### src/rtl/lcd_pkg.sv
// lcd_pkg: shared LCD state encodings, bus widths, defaults and index-width helper
package lcd_pkg;

    localparam int LCD_ADDR_W       = 7;
    localparam int LCD_DATA_W       = 8;
    localparam int LCD_TIMEOUT_DFLT = 65535;

    typedef enum logic [1:0] {
        s_DRAIN,
        s_IDLE,
        s_ISSUE,
        s_WAIT
    } lcd_state_t;

    // width of an index into n requesters, never narrower than one bit
    function automatic int lcd_idx_w(input int n);
        return (n > 1) ? $clog2(n) : 1;
    endfunction

endpackage

### src/rtl/lcd_rr_picker.sv
// lcd_rr_picker: combinational round-robin pick of the first request at or after a pointer
module lcd_rr_picker
    import lcd_pkg::*;
#(
    parameter int N  = 2,
    parameter int IW = lcd_idx_w(N)
) (
    input  logic [N-1:0]  i_req,
    input  logic [IW-1:0] i_ptr,
    output logic [N-1:0]  o_grant,
    output logic [IW-1:0] o_index,
    output logic          o_valid
);

    // scan N slots starting at the pointer, wrapping, and keep the first hit
    always_comb begin
        o_grant = '0;
        o_index = '0;
        o_valid = 1'b0;
        for (int i = 0; i < N; i++) begin
            if (!o_valid && i_req[(int'(i_ptr) + i) % N]) begin
                o_valid = 1'b1;
                o_index = IW'((int'(i_ptr) + i) % N);
                o_grant[(int'(i_ptr) + i) % N] = 1'b1;
            end
        end
    end

endmodule

### src/rtl/lcd_tcvr_arbiter.sv
// lcd_tcvr_arbiter: round-robin sharing of one lcd_tcvr among NUM_REQ requesters.
// Optional transaction abort timer enabled by defining LCD_ARB_TIMEOUT_EN.
module lcd_tcvr_arbiter
    import lcd_pkg::*;
#(
    parameter int NUM_REQ        = 2,
    parameter int TIMEOUT_CYCLES = LCD_TIMEOUT_DFLT
) (
    input  logic                          i_clock,
    input  logic                          i_reset,
    input  logic [NUM_REQ-1:0]            i_req,
    input  logic [NUM_REQ-1:0]            i_write,
    input  logic [LCD_ADDR_W*NUM_REQ-1:0] i_addr,
    input  logic [LCD_DATA_W*NUM_REQ-1:0] i_data,
    output logic [NUM_REQ-1:0]            o_grant,
    output logic [NUM_REQ-1:0]            o_ack,
    output logic [LCD_DATA_W-1:0]         o_rdata,
    output logic                          o_txBegin,
    output logic                          o_rxBegin,
    output logic [LCD_ADDR_W-1:0]         o_address,
    output logic [LCD_DATA_W-1:0]         o_txData,
    input  logic                          i_txBusy,
    input  logic                          i_rxBusy,
    input  logic                          i_txDone,
    input  logic                          i_rxDone,
    input  logic [LCD_DATA_W-1:0]         i_rxData,
    output logic                          o_timeout
);

    localparam int IW = lcd_idx_w(NUM_REQ);

    lcd_state_t              r_state, w_next;
    logic [IW-1:0]           r_ptr, r_idx, w_pick_idx;
    logic [NUM_REQ-1:0]      r_grant, r_ack, w_pick_grant;
    logic                    w_pick_valid, r_wr, r_done_prev;
    logic                    w_done, w_busy, w_edge, w_expire, w_finish, w_tcvr_quiet;
    logic [LCD_ADDR_W-1:0]   r_address;
    logic [LCD_DATA_W-1:0]   r_txdata, r_rdata;

    lcd_rr_picker #(.N(NUM_REQ), .IW(IW)) u_picker (
        .i_req   (i_req),
        .i_ptr   (r_ptr),
        .o_grant (w_pick_grant),
        .o_index (w_pick_idx),
        .o_valid (w_pick_valid)
    );

    assign w_done       = r_wr ? i_txDone : i_rxDone;
    assign w_busy       = r_wr ? i_txBusy : i_rxBusy;
    assign w_edge       = (r_state == s_WAIT) && w_done && !r_done_prev;
    assign w_finish     = w_edge || w_expire;
    assign w_tcvr_quiet = !(i_txBusy || i_rxBusy || i_txDone || i_rxDone);

    assign o_grant   = r_grant;
    assign o_ack     = r_ack;
    assign o_rdata   = r_rdata;
    assign o_address = r_address;
    assign o_txData  = r_txdata;
    assign o_txBegin = (r_state == s_ISSUE) && r_wr;
    assign o_rxBegin = (r_state == s_ISSUE) && !r_wr;

`ifdef LCD_ARB_TIMEOUT_EN
    logic [15:0] r_cnt;
    logic        r_timeout;

    assign w_expire  = (r_state == s_ISSUE || r_state == s_WAIT) && r_cnt == 16'(TIMEOUT_CYCLES - 1);
    assign o_timeout = r_timeout;

    // abort timer: cleared while idle so it restarts on entry to issue, counts through issue and wait
    always_ff @(posedge i_clock) begin
        if (i_reset) begin
            r_cnt     <= '0;
            r_timeout <= 1'b0;
        end else begin
            r_timeout <= w_expire && !w_edge;
            r_cnt     <= (r_state == s_ISSUE || r_state == s_WAIT) ? r_cnt + 16'd1 : '0;
        end
    end
`else
    assign w_expire  = 1'b0;
    assign o_timeout = 1'b0;
`endif

    if (NUM_REQ < 1 || NUM_REQ > 8 || TIMEOUT_CYCLES < 1 || TIMEOUT_CYCLES > 65535) begin : g_param_check
        $error("lcd_tcvr_arbiter: parameter out of range");
    end

    // state register; reset drains since the transceiver itself is never reset
    always_ff @(posedge i_clock) begin
        if (i_reset) r_state <= s_DRAIN;
        else         r_state <= w_next;
    end

    // next-state: drain until quiet, arbitrate, hold begin until busy, wait for done rise
    always_comb begin
        w_next = r_state;
        unique case (r_state)
            s_DRAIN: w_next = w_tcvr_quiet ? s_IDLE : s_DRAIN;
            s_IDLE:  w_next = w_pick_valid ? s_ISSUE : s_IDLE;
            s_ISSUE: w_next = w_expire ? s_DRAIN : (w_busy ? s_WAIT : s_ISSUE);
            s_WAIT:  w_next = w_finish ? s_DRAIN : s_WAIT;
            default: w_next = s_DRAIN;
        endcase
    end

    // latch the winner's command, then ack/release and advance the pointer on completion
    always_ff @(posedge i_clock) begin
        if (i_reset) begin
            r_ptr       <= '0;
            r_idx       <= '0;
            r_grant     <= '0;
            r_ack       <= '0;
            r_wr        <= 1'b0;
            r_done_prev <= 1'b0;
            r_address   <= '0;
            r_txdata    <= '0;
            r_rdata     <= '0;
        end else begin
            r_done_prev <= w_done;
            r_ack       <= '0;
            if (r_state == s_IDLE && w_pick_valid) begin
                r_grant   <= w_pick_grant;
                r_idx     <= w_pick_idx;
                r_wr      <= i_write[w_pick_idx];
                r_address <= i_addr[int'(w_pick_idx)*LCD_ADDR_W +: LCD_ADDR_W];
                r_txdata  <= i_data[int'(w_pick_idx)*LCD_DATA_W +: LCD_DATA_W];
            end
            if (w_finish) begin
                r_ack   <= r_grant;
                r_grant <= '0;
                r_ptr   <= (r_idx == IW'(NUM_REQ - 1)) ? '0 : r_idx + 1'b1;
                if (w_edge && !r_wr) r_rdata <= i_rxData;
            end
        end
    end

endmodule
### config.mk
export PLATFORM = sky130hd
export DESIGN_NAME = lcd_tcvr_arbiter
export DESIGN_NICKNAME = d
export VERILOG_FILES = /design/src/rtl/lcd_pkg.sv /design/src/rtl/lcd_rr_picker.sv /design/src/rtl/lcd_tcvr_arbiter.sv
export SDC_FILE = /design/constraint.sdc
export NUM_CORES = 1
export LEC_CHECK = 0
export CORE_MARGIN = 1
export CORE_UTILIZATION = 37
export CTS_BUF_LIST = sky130_fd_sc_hd__clkbuf_2 sky130_fd_sc_hd__clkbuf_4 sky130_fd_sc_hd__clkbuf_8
export DETAILED_ROUTE_END_ITERATION = 10
export GPL_ROUTABILITY_DRIVEN = 1
export GPL_TIMING_DRIVEN = 0
export PLACE_DENSITY = 0.79
export SYNTH_ARGS = -nofsm -noshare
export SYNTH_HDL_FRONTEND = slang
export SYNTH_HIERARCHICAL = 1
export SYNTH_SLANG_ARGS = --single-unit
### constraint.sdc
create_clock -name i_clock -period 3.58 [get_ports i_clock]
set_input_delay 0.358 -clock i_clock [delete_from_list [all_inputs] [get_ports i_clock]]
set_output_delay 0.358 -clock i_clock [all_outputs]
set_load 0.01 [all_outputs]
After elaboration in Yosys (flattened, before gate mapping)
Cells that the tools add are included.
{ "classes": {"n_addsub": 2, "mul": 1, "div_mod_pow": 0, "n_lt_le_gt_ge": 5, "n_eq_ne": 3, "n_shift": 2, "mux": 25, "bitwise": 3, "n_reduce_logical": 19} }
{ "ops": {"columns": ["op", "n"], "rows": [
  ["$mux W1", 18],
  ["$shiftx A16 B5 Y8", 1],
  ["$shiftx A14 B5 Y7", 1],
  ["$logic_and A1 B1 Y1", 9],
  ["$mux W2", 4],
  ["$pmux W2 S4", 1],
  ["$eq A2 B2 Y1 const B", 2],
  ["$lt A1 B2 Y1 const B", 2],
  ["$mul A1 B3 Y4 const B", 1],
  ["$reduce_or A2 Y1", 2],
  ["$logic_not A1 Y1", 3],
  ["$logic_or A1 B1 Y1", 3],
  ["$lt A2 B3 Y1 const B", 1],
  ["$add A1 B1 Y1 const B", 2],
  ["$demux W1 S1", 2],
  ["$eq A2 B1 Y1 const B", 1],
  ["$ge A2 B1 Y1 const B", 1],
  ["$logic_not A2 Y1", 1],
  ["$or A2 B2 Y2", 1],
  ["$reduce_and A2 Y1", 1],
  ["$and A1 B1 Y1 const A", 1],
  ["$ge A1 B1 Y1 const B", 1],
  ["$not A1 Y1", 1]
]} }
{ "totals": {"regBits": 33, "latchBits": 0, "ram_bits": 0, "romBits": 0, "inputBits": 48, "out_inout_bits": 30, "word_cells": 70, "n_memories": 0} }

Logic depth before layout (Yosys ltp)
{ "depth": {"depth_word": 9, "ltp_mapped": 6, "depth_no_buf": 4} }

Modules after synthesis
Netlist, hierarchy kept.
{ "by_module_without_submodules": {"columns": ["module", "n_inst", "cells_per_inst", "area_per_inst_um2", "seq_area_each_um2"], "rows": [
  ["lcd_tcvr_arbiter", 1, 153, 1522.7, 660.6],
  ["lcd_rr_picker", 1, 5, 32.5, 0.0]
]} }

Least setup slack after synthesis
Ideal clock, no wire load.
{ "synth_timing": {"kind": "input to register", "startpoint": "input i_req[1]", "endpoint": "register r_address[5], in the netlist o_address[5]", "setup_ns": 0.145, "arrival_time_ns": 1.266, "required_time_ns": 3.435, "path_slack_ns": 2.169, "stages": 5, "n_path_buf": 2, "cell_sequence": "a21boi_0 -> buf_4 -> buf_2 -> mux2i_1 -> a211oi_2"} }
{ "synth_via": {"elab_chain_len": 8, "elab_cells_between_ends": 14} }
{ "synth_lines": {"columns": ["element", "line_no", "rtl"], "rows": [
  ["start: declaration", "lcd_tcvr_arbiter.sv:11", "input logic [NUM_REQ-1:0] i_req,"],
  ["$mux W1 (implied by the code) (2 in a row)", "lcd_rr_picker.sv:21", "if (!o_valid && i_req[(int'(i_ptr) + i) % N]) begin"],
  ["$mux W1", "lcd_rr_picker.sv:21", null],
  ["$logic_not A1 Y1", "lcd_rr_picker.sv:21", null],
  ["$logic_and A1 B1 Y1", "lcd_rr_picker.sv:21", null],
  ["$mux W1", "lcd_rr_picker.sv:21", null],
  ["$mul A1 B3 Y4", "lcd_tcvr_arbiter.sv:125", "r_address <= i_addr[int'(w_pick_idx)*LCD_ADDR_W +: LCD_ADDR_W];"],
  ["$shiftx A14 B5 Y7", "lcd_tcvr_arbiter.sv:125", null],
  ["end signal: assignment", "lcd_tcvr_arbiter.sv:125", null],
  ["end: declaration", "lcd_tcvr_arbiter.sv:37", "logic [LCD_ADDR_W-1:0] r_address;"]
]} }
Parallel ways exist; a longest one is shown, timed or not. The select of a mux whose other input is x is not followed.
A chain may end at the register's enable or synchronous reset.

Final worst setup path
{ "layout_timing": {"startpoint": "register r_wr", "endpoint": "output o_txBegin"} }
{ "layout_via": {"elab_chain_len": 1} }
{ "layout_lines": {"columns": ["element", "line_no", "rtl"], "rows": [
  ["start: declaration", "lcd_tcvr_arbiter.sv:35", "logic w_pick_valid, r_wr, r_done_prev;"],
  ["start signal: assignment", "lcd_tcvr_arbiter.sv:124", "r_wr <= i_write[w_pick_idx];"],
  ["$logic_and A1 B1 Y1", "lcd_tcvr_arbiter.sv:59", "assign o_txBegin = (r_state == s_ISSUE) && r_wr;"],
  ["end: declaration", "lcd_tcvr_arbiter.sv:18", "output logic o_txBegin,"]
]} }
Every way passes these cells.

==> flow_metrics.env <==
export IMPL_final_cell_area_um2=2460
export IMPL_path_clk_slew_ns=0.07
export IMPL_crit_arrival_ns=1.48
export IMPL_tightest_slew_ns=0.690
export IMPL_drtIter0Drc=53
export IMPL_core_area_um2=4030
export IMPL_max_cap_viol_count=0
export IMPL_area_growth_pct=58.1
export IMPL_ios=78
export IMPL_postCtsResizedCells=0
export IMPL_fin_ws_ns=1.74
export IMPL_synth_area_top_cells="dfxtp_1 42%, mux2i_1 13%, a211oi_2 11%"
export IMPL_relSlewSlack_pct=54.0
export IMPL_hold_depth=1
export IMPL_drive_above_1_share_pct=14.6
export IMPL_vias=1426
export IMPL_io_buffers=75
export IMPL_synth_top_area_share_pct=42.5
export IMPL_placed_area_um2=2370
export IMPL_synthCells=158
export IMPL_status="completed"
export IMPL_place_congestion=0.737
export IMPL_synth_ff_type="dfxtp_1"
export IMPL_ff2ff_setup_slack_ns=1.98
export IMPL_skew_ns=0.00420
export IMPL_cts_hold_buf=0
export IMPL_synthesis_area_um2=1560
export IMPL_clk_latency_ns=0.27
export IMPL_path_max_fanout=7
export IMPL_ctsLongestPathBuffers=2
export IMPL_die_y_um=66.8
export IMPL_num_nets_final=288
export IMPL_rows=23
export IMPL_synth_largest_area_cell="dfxtp_1"
export IMPL_reg2reg_from="r_ptr"
export IMPL_antenna_cells=0
export IMPL_multi_input_area_um2=783
export IMPL_htree_levels=2
export IMPL_start_util_pct=38.6
export IMPL_hp_class="register to register"
export IMPL_setup_viol_count_final=0
export IMPL_finalMaxSlewViolations=0
export IMPL_vias_per_cell=4.92
export IMPL_post_cts_buffers=0
export IMPL_grt_pass1_vias=1295
export IMPL_antenna_found_initial=0
export IMPL_min_period_ns=1.84
export IMPL_cp_required_ns=3.22
export IMPL_drc=0
export IMPL_synth_avg_cell_area_um2=9.84
export IMPL_stdcell_count=290
export IMPL_hold_viol_final=0
export IMPL_post_place_cells=283
export IMPL_rsz0062_at_grt="false"
export IMPL_power_density_nw_per_um2=322
export IMPL_wire_per_inst_um=12.7
export IMPL_gr_total_overflow=0
export IMPL_post_place_ws_ns=1.43
export IMPL_grtUsageTotal_pct=16.6
export IMPL_setup_tns_ns=0
export IMPL_synth_cell_type_count=29
export IMPL_ir_drop_mv=0.205
export IMPL_grt_max_degree=11
export IMPL_holdPathEnd="r_ptr"
export IMPL_regArea_um2=661
export IMPL_tritoncts="done"
export IMPL_numCtsBuffers=5
export IMPL_wl_um=3680
export IMPL_ys_warn_count=6
export IMPL_fmax_mhz=544
export IMPL_criticalPathCategory="register to output pin"
export IMPL_dp_hpwl_um=2820
export IMPL_hp_start="r_idx"
export IMPL_synth_seq_area_share_pct=42.5
export IMPL_fill_cells=378
export IMPL_fin_crit_sh_pct=51.4
export IMPL_die_w_um=66.8
export IMPL_yosys_register_bits=33
export IMPL_synth_edf_count=0
export IMPL_worstRegToRegCells=6
export IMPL_antenna_left=0
export IMPL_ctsRootBufferMaster="clkbuf_8"
export IMPL_end_kind="output pin"
export IMPL_r2r_end="r_wr"
export IMPL_cp_start_kind="register"
export IMPL_dr_pass1_iters=4
export IMPL_grt_pass1_wl_um=5620
export IMPL_async_flop_share_pct=0
export IMPL_floorplan_die_area_um2=4470
export IMPL_synth_nets=206
export IMPL_clock_sinks=33
export IMPL_p_leak_nw=0.841
Yosys cell counts, types with 4 or more instances:
cell / instances
dfxtp_1: 33
mux2i_1: 20
o21ai_0: 9
buf_2: 5
nor2_1: 19
nand3_1: 8
a21oi_1: 10
clkbuf_1: 4
buf_6: 4
a211oi_2: 14
area by class of cell:
cell class | instances | share of cell area, %
Buffer | 16 | 4.38
Multi-Input combinational cell | 108 | 31.9
Timing Repair Buffer | 75 | 30.5
Tap cell | 50 | 2.54
Inverter | 1 | 0.153
Sequential cell | 33 | 26.9
Clock buffer | 7 | 3.66
placed cells by master, fill, tap and decap left out, drive strengths merged:
cell           Yosys  final
clkbuf             4     11
o41ai              1      1
a31oi              1      1
nor3               3      3
nand3              8      8
conb               1      1
mux2               1      1
nor3b              2      2
clkdlybuf4s50      0     75
and3b              3      3
nor2              20     20
nand2b             1      1
mux2i             20     20
dfxtp             33     33
nor4               1      1
a211oi            16     16
o21ai              9      9
nor4b              2      2
inv                1      1
a21oi             10     10
nor2b              2      2
buf               12     12
a21boi             3      3
o211ai             1      1
or2                1      1
nand3b             2      2
critical path, cell delays in order, from the launching register on:
cell and delay (ns):
dfxtp_1 0.48, and3b_1 0.20, clkdlybuf4s50_1 0.54
power breakdown:
part	internal, mW	leakage [nW]	switching [mW]
combinational	0.0778	0.526	0.0496
sequential	0.374	0.267	0.00391
clock	0.160	0.0477	0.126
logic make-up after synthesis:
| kind of cell | synth area share [%] |
|---|---|
| compound gates | 21.2 |
| buf+inv | 7.16 |
| flops | 42.5 |
| mux | 13.6 |
| other cells | 0.241 |
| simple gates | 15.3 |
registers in the layout, summed over array words and instances (netlist names), 2 cells and up:
| signal | flops |
|---|---|
| o_rdata | 8 |
| r_state | 2 |
| o_ack | 2 |
| o_grant | 2 |
| o_txData | 8 |
| o_address | 7 |
worst max path at each step:
| stage | from | cells past startpoint | slack [ns] | endpoint |
|---|---|---|---|---|
| after floorplan | i_req[1] | 5 | 2.17 | o_address[5] |
| after global placement | i_req[1] | 6 | 1.47 | o_txData[3] |
| after detailed placement | i_req[1] | 6 | 1.43 | o_txData[2] |
| after CTS | r_wr | 2 | 1.73 | o_txBegin |
| after global routing | i_req[1] | 6 | 1.64 | o_txData[0] |
| final | r_wr | 2 | 1.74 | o_txBegin |
routing by layer:
layer / vias to the layer above / wire length [um] / GRT usage, %
met5: - / 0 / 0
met4: 0 / 29 / 4.79
met3: 4 / 348 / 4.97
met2: 54 / 1730 / 28.2
met1: 637 / 1570 / 20.1
li1: 731 / - / -
metrics by stage:
step           utilization, %  total power [mW]  hold slack (ns)
2_1_floorplan               -             0.442            0.424
3_3_place_gp             58.8             0.512            0.451
3_5_place_dp             58.8             0.515            0.452
4_1_cts                  61.0             0.798            0.466
5_1_grt                  61.0             0.822            0.502
6_report                 61.0             0.792            0.463
Power figures use the tool's default switching activity.
